$ cat src/rtl/alu_rs_pkg.sv
// Shared sizing and operand-capture helper for the ALU reservation station.
// The broadcast snoop is shared by dispatch-cycle bypass and per-entry wakeup.
package alu_rs_pkg;

  localparam int RS_SIZE_DEF       = 8;
  localparam int RS_TYPE_WIDTH_DEF = 6;

  function automatic int idx_width(input int n);
    return (n <= 2) ? 1 : $clog2(n);
  endfunction

  localparam int RS_IDX_W_DEF = idx_width(RS_SIZE_DEF);

  typedef struct packed {
    logic        pending;
    logic [31:0] value;
  } opnd_t;

  // cdb0 is checked first so it wins when both buses carry the same tag.
  function automatic opnd_t snoop(
    input logic        pending,
    input logic [31:0] tag,
    input logic [31:0] value,
    input logic        b0_en,
    input logic [31:0] b0_tag,
    input logic [31:0] b0_val,
    input logic        b1_en,
    input logic [31:0] b1_tag,
    input logic [31:0] b1_val
  );
    opnd_t r;
    r.pending = pending;
    r.value   = value;
    if (pending) begin
      if (b0_en && (b0_tag == tag)) begin
        r.pending = 1'b0;
        r.value   = b0_val;
      end else if (b1_en && (b1_tag == tag)) begin
        r.pending = 1'b0;
        r.value   = b1_val;
      end
    end
    return r;
  endfunction

endpackage

$ cat src/rtl/alu_rs_pick.sv
// Lowest-set-bit priority encoder with a found flag.
module rs_pick #(
  parameter int N = 8,
  parameter int W = 3
) (
  input  logic [N-1:0] req,
  output logic [W-1:0] idx,
  output logic         found
);

  always_comb begin
    idx   = '0;
    found = 1'b0;
    for (int i = N - 1; i >= 0; i--) begin
      if (req[i]) begin
        idx   = W'(i);
        found = 1'b1;
      end
    end
  end

endmodule

$ cat src/rtl/alu_rs.sv
// ALU reservation station: dispatch into the lowest free slot, wake operands
// from two result buses, issue the lowest ready entry to the ALU each cycle.
module alu_rs
  import alu_rs_pkg::*;
#(
  parameter int RS_SIZE       = RS_SIZE_DEF,
  parameter int RS_TYPE_WIDTH = RS_TYPE_WIDTH_DEF
) (
  input  logic                     clk_in,
  input  logic                     rst_in,
  input  logic                     rdy_in,
  input  logic                     flush,
  input  logic                     dispatch_en,
  input  logic [RS_TYPE_WIDTH-1:0] dispatch_type,
  input  logic [31:0]              dispatch_rob_id,
  input  logic [31:0]              dispatch_imm,
  input  logic [31:0]              dispatch_vj,
  input  logic [31:0]              dispatch_vk,
  input  logic                     dispatch_qj_valid,
  input  logic                     dispatch_qk_valid,
  input  logic [31:0]              dispatch_qj,
  input  logic [31:0]              dispatch_qk,
  output logic                     full,
  input  logic                     cdb0_en,
  input  logic [31:0]              cdb0_rob_id,
  input  logic [31:0]              cdb0_value,
  input  logic                     cdb1_en,
  input  logic [31:0]              cdb1_rob_id,
  input  logic [31:0]              cdb1_value,
  output logic                     alu_en,
  output logic [31:0]              alu_rob_id,
  output logic [31:0]              alu_data_j,
  output logic [31:0]              alu_data_k,
  output logic [31:0]              alu_imm,
  output logic [RS_TYPE_WIDTH-1:0] alu_type
);

  localparam int IDX_W = idx_width(RS_SIZE);

  logic [RS_SIZE-1:0]       busy;
  logic [RS_SIZE-1:0]       qj_valid;
  logic [RS_SIZE-1:0]       qk_valid;
  logic [RS_TYPE_WIDTH-1:0] ent_type [RS_SIZE];
  logic [31:0]              ent_rob  [RS_SIZE];
  logic [31:0]              ent_imm  [RS_SIZE];
  logic [31:0]              vj       [RS_SIZE];
  logic [31:0]              vk       [RS_SIZE];
  logic [31:0]              qj       [RS_SIZE];
  logic [31:0]              qk       [RS_SIZE];

  logic [RS_SIZE-1:0] ready;
  logic [IDX_W-1:0]   free_idx;
  logic [IDX_W-1:0]   rdy_idx;
  logic               free_found;
  logic               rdy_found;
  opnd_t              wake_j [RS_SIZE];
  opnd_t              wake_k [RS_SIZE];
  opnd_t              disp_j;
  opnd_t              disp_k;

  assign full = &busy;

  always_comb begin
    for (int i = 0; i < RS_SIZE; i++) begin
      ready[i]  = busy[i] & ~qj_valid[i] & ~qk_valid[i];
      wake_j[i] = snoop(qj_valid[i], qj[i], vj[i], cdb0_en, cdb0_rob_id, cdb0_value,
                        cdb1_en, cdb1_rob_id, cdb1_value);
      wake_k[i] = snoop(qk_valid[i], qk[i], vk[i], cdb0_en, cdb0_rob_id, cdb0_value,
                        cdb1_en, cdb1_rob_id, cdb1_value);
    end
    disp_j = snoop(dispatch_qj_valid, dispatch_qj, dispatch_vj, cdb0_en, cdb0_rob_id,
                   cdb0_value, cdb1_en, cdb1_rob_id, cdb1_value);
    disp_k = snoop(dispatch_qk_valid, dispatch_qk, dispatch_vk, cdb0_en, cdb0_rob_id,
                   cdb0_value, cdb1_en, cdb1_rob_id, cdb1_value);
  end

  rs_pick #(.N(RS_SIZE), .W(IDX_W)) u_pick_free (
    .req   (~busy),
    .idx   (free_idx),
    .found (free_found)
  );

  rs_pick #(.N(RS_SIZE), .W(IDX_W)) u_pick_ready (
    .req   (ready),
    .idx   (rdy_idx),
    .found (rdy_found)
  );

  // Wakeup only touches busy entries and dispatch only a free one, so the
  // three writers below never target the same entry in one cycle.
  always_ff @(posedge clk_in) begin
    if (rst_in) begin
      busy       <= '0;
      qj_valid   <= '0;
      qk_valid   <= '0;
      alu_en     <= 1'b0;
      alu_rob_id <= '0;
      alu_data_j <= '0;
      alu_data_k <= '0;
      alu_imm    <= '0;
      alu_type   <= '0;
    end else if (rdy_in) begin
      if (flush) begin
        busy       <= '0;
        alu_en     <= 1'b0;
        alu_rob_id <= '0;
        alu_data_j <= '0;
        alu_data_k <= '0;
        alu_imm    <= '0;
        alu_type   <= '0;
      end else begin
        for (int i = 0; i < RS_SIZE; i++) begin
          if (busy[i]) begin
            qj_valid[i] <= wake_j[i].pending;
            vj[i]       <= wake_j[i].value;
            qk_valid[i] <= wake_k[i].pending;
            vk[i]       <= wake_k[i].value;
          end
        end
        if (rdy_found) begin
          alu_en         <= 1'b1;
          alu_rob_id     <= ent_rob[rdy_idx];
          alu_data_j     <= vj[rdy_idx];
          alu_data_k     <= vk[rdy_idx];
          alu_imm        <= ent_imm[rdy_idx];
          alu_type       <= ent_type[rdy_idx];
          busy[rdy_idx]  <= 1'b0;
        end else begin
          alu_en     <= 1'b0;
          alu_rob_id <= '0;
          alu_data_j <= '0;
          alu_data_k <= '0;
          alu_imm    <= '0;
          alu_type   <= '0;
        end
        if (dispatch_en && free_found) begin
          busy[free_idx]     <= 1'b1;
          ent_type[free_idx] <= dispatch_type;
          ent_rob[free_idx]  <= dispatch_rob_id;
          ent_imm[free_idx]  <= dispatch_imm;
          qj[free_idx]       <= dispatch_qj;
          qk[free_idx]       <= dispatch_qk;
          qj_valid[free_idx] <= disp_j.pending;
          vj[free_idx]       <= disp_j.value;
          qk_valid[free_idx] <= disp_k.pending;
          vk[free_idx]       <= disp_k.value;
        end
      end
    end
  end

endmodule

$ cat config.mk
export PLATFORM = sky130hd
export DESIGN_NAME = alu_rs
export DESIGN_NICKNAME = d
export VERILOG_FILES = /design/src/rtl/alu_rs_pkg.sv /design/src/rtl/alu_rs_pick.sv /design/src/rtl/alu_rs.sv
export SDC_FILE = /design/constraint.sdc
export NUM_CORES = 2
export LEC_CHECK = 0
export BUFFER_PORTS_ARGS = -buffer_cell sky130_fd_sc_hd__buf_2
export CAP_MARGIN = 30
export CORE_MARGIN = 2
export CORE_UTILIZATION = 40
export CTS_CLUSTER_SIZE = 8
export DETAILED_ROUTE_END_ITERATION = 8
export PLACE_DENSITY = 0.6
export SLEW_MARGIN = 15
export SYNTH_ARGS = -nofsm -noshare
export SYNTH_HDL_FRONTEND = slang
export SYNTH_SLANG_ARGS = --single-unit
$ cat constraint.sdc
create_clock -name clk_in -period 5.6 [get_ports clk_in]
set_input_delay 0.56 -clock clk_in [delete_from_list [all_inputs] [get_ports clk_in]]
set_output_delay 0.56 -clock clk_in [all_outputs]
set_load 0.05 [all_outputs]
==> metrics.md <==
| Metric | Value |
|---|---|
| Share of total power in sequential cells | `47.1%` |
| Clock buffer count from CTS | `237` |
| RSZ-0062 raised after global routing | `false` |
| Post-synthesis simple-gate area fraction | `13.22%` |
| Pins over their slew limit | `0` |
| Clock Pin Slew Worst Setup and Hold Paths | `60 ps` |
| Clk_skew | `121.0 ps` |
| Synthesized area per cell | `11.28 um2` |
| Fin crit share | `79.84%` |
| Largest stage delay on the critical path | `910 ps` |
| FP Rows | `172` |
| Final hold violations | `0` |
| Area of the core | `0.2199 mm2` |
| Crit path time final | `4471 ps` |
| Vias | `74240` |
| CP Class | `flip-flop to flip-flop` |
| DRT Pass-1 Iters | `9` |
| Area delta synth->final | `15.90%` |
| CP delay by family, top | `simple AND/OR/NAND/NOR gates` |
| Worst VDD drop | `326.2 uV` |
| Clock tree root driver cell | `clkbuf_16` |
| EDFF count, synth | `1584` |
| Post-DP HPWL | `244600 um` |
| Initial antenna violation count | `66` |
| DRT iter0 DRCs | `12590` |
| Clk_lat worst skew | `950 ps` |
| Hold_buf cts | `79` |
| Placed cell area | `0.09476 mm2` |
| Synth Cell Area | `0.08857 mm2` |
| Critical Path End Type | `flip-flop` |
| GRT overflow | `0` |
| Worst-path cell chain | `nor3b_2, or4_1, or4_4, nand2b_4, buf_4, nor2_1, a2111oi_0, a32o_1` |
| Pwr Density | `294.1 mW/mm2` |
| CTS tree | `built` |
| Final setup violation count | `0` |
| Slew margin rel. | `25.37%` |
| Worst Max-Slew Pin Slew | `1117 ps` |
| Die X-Extent | `474.6 um` |
| CP max stage cell | `a2111oi_0` |
| Distinct cells, synth | `67` |
| Detail Route Antenna Nets | `0` |
| Routed WL | `403400 um` |
| Vias per cell | `6.527` |
| Sequential share of the synthesized area | `57.30%` |
| Max clock buf depth | `3` |
| Status | `finished, final reports clean` |
| Worst hold path type | `input pin to flip-flop` |
| Port Buf Inserts | `470` |
| Internal | `22660 uW` |
| Register bit total from synthesis | `1743` |
| Nets | `8553` |
| Post-synthesis compound-gate area fraction | `11.30%` |
| WL/cell | `35.47 um` |
| Htree depth | `4` |
| Commonest non-fill, non-tap cell in the layout | `edfxtp_1` |
| # IOs | `471` |
| Yosys warns | `0` |
| Leakage | `0.03564 uW` |
| Initial core utilization | `40.27%` |
| Chip height | `474.6 um` |
| Tot GR Track Use | `34.64%` |
| Clock network fraction of total power | `45.6%` |
| Worst setup SP type | `flip-flop` |
| Switch share | `24.94%` |
| R2R setup slack | `1130 ps` |
| Final GP Congestion | `0.9842` |
| Finished layout cell area | `0.1027 mm2` |
| DR DRC count | `0` |
| Worst Path Arrival | `5340 ps` |
| Required @ worst endpoint | `6470 ps` |
| Vias in the first global route | `71070` |
| Synth Flop Type | `edfxtp_1` |
| Cells after Synth | `7852` |
| Main combinational cell family by area after synthesis | `simple AND/OR/NAND/NOR gates` |
| First-pass GRT wire length | `550500 um` |
| Gate power share | `7.3%` |
| Post_cts resized | `0` |
| Syn nets | `8187` |
| Max-cap violations | `0` |
| # clock sinks | `1743` |
| Synth async-reset ratio | `0%` |
| Share of cells above drive strength 1 | `13.75%` |
| # fillers | `20090` |
| Largest net degree at the start of global routing | `137` |
| Adder-cell share of the synthesized area | `0%` |
| Critical Path Fanout Max | `42` |
| Mux share of post-synthesis cell area | `3.130%` |
| Buf+Inv Stages, Crit Path | `1` |
| Post-Synth XOR/XNOR Area | `11.41%` |
| Postcts setup bufs | `0` |
| Most frequent cells in the layout | `edfxtp_1 (1584), nand2_1 (807), xor2_1 (674), nand3_1 (551), xnor2_1 (480)` |
| P_sw | `7531 uW` |
| Setup TNS | `0 ps` |
| F_max | `223.7 MHz` |
| Die area | `0.2252 mm2` |
final timing paths:
check	endpoint	startpoint	depth (start not counted)
max	alu_data_k[12]$_SDFFE_PP0P_	busy[0]$_SDFFE_PP0P_	8
min reg2reg	alu_rob_id[9]$_SDFFE_PP0P_	alu_rob_id[9]$_SDFFE_PP0P_	1
min	vk[7][3]$_DFFE_PP_	dispatch_vk[3]	3
max reg2reg	alu_data_k[12]$_SDFFE_PP0P_	busy[0]$_SDFFE_PP0P_	8
area by class of cell:
cell class / instances / area, um2 / area share (%)
Inverter: 82 / 367.9 / 0.3583
Clock buffer: 390 / 6535 / 6.366
Clock inverter: 15 / 415.4 / 0.4046
Tap cell: 2958 / 3701 / 3.605
Antenna cell: 32 / 80.08 / 0.07800
Multi-Input combinational cell: 5331 / 35130 / 34.22
Sequential cell: 1743 / 50750 / 49.43
Timing Repair Buffer: 823 / 5677 / 5.530
state kept, by name, summed over array words and instances (netlist names):
register	cells
qj_valid	8
alu_type	6
alu_data_j	32
alu_imm	32
ent_imm	256
alu_data_k	32
busy	8
ent_rob	256
qk_valid	8
vk	256
qj	256
ent_type	48
qk	256
alu_rob_id	32
vj	256
alu_en	1
stage by stage:
step	total power [uW]	hold WS [ps]	setup slack, ps	instances	util, %
after floorplan	15460	468.9	393.6	7852	-
after detailed placement	16520	450.9	1222	10850	43.08
after global routing	30800	34.33	1160	11360	46.66
after global placement	16510	445.3	1180	10850	43.04
final	30200	50.42	1129	11370	46.68
after CTS	30140	2.997	1378	11340	46.60
per-layer routing:
layer  GRT usage (%)  up-vias  wire length, um
met5               0        -              213
met2           52.64     6157           175600
met4           22.86       34            31230
met1           43.27    36390           143600
met3           9.386     1473            52710
li1                -    30190                -
cells by family (layout without fill, tap and decap cells):
family | count (synthesis) | in the layout
buffers and inverters | 778 | 1310
and+or+nand+nor | 2451 | 2451
AOI/OAI and AO/OA | 1449 | 1449
xor gates and xnor gates | 1154 | 1154
DFF | 1743 | 1743
muxes | 277 | 277
other | 0 | 32
power by group through the flow:
stage	Combinational [uW]	Sequential (uW)	Clock [uW]
final	2190	14200	13800
after global routing	2220	14200	14400
after CTS	2100	14200	13800
after detailed placement	2040	14500	0
after global placement	2030	14500	0
after floorplan	959	14500	0
tightest hold or removal path, stage by stage:
cell      delay (ps)
buf_2             90
o211ai_1          90
o31ai_1           70
synthesized netlist by cell type (all sizes together), types with 4 or more instances:
master,number,area [um2]
or4,16,120.1
a211o,90,788.3
or2,6,37.54
a2111oi,133,1165
and3,13,81.33
nor3b,14,110.1
nand3,559,2798
o41ai,6,82.58
nand4b,14,122.6
o31ai,131,983.4
a21o,7,52.55
nand2b,8,50.05
o211ai,19,142.6
xnor2,480,4204
o21ai,422,2112
inv,71,266.5
edfxtp,1584,47570
a21oi,207,1040
and2,7,43.79
and4,4,35.03
clkinv,11,41.29
nor4b,7,61.31
clkbuf,427,1604
o22ai,134,838.3
a31oi,11,68.82
or3,5,31.28
nand2,811,3044
xor2,674,5903
buf,269,1320
a32o,163,1632
a21boi,5,45.04
o21a,6,45.04
dfxtp,159,3183
nor3,43,225.2
nor4,219,1376
a31o,67,586.8
mux2i,277,2773
nand4,310,1939
or3b,5,43.80
nor2b,9,56.30
a32oi,40,350.3
nor2,397,1490
Power figures use the tool's default switching activity.
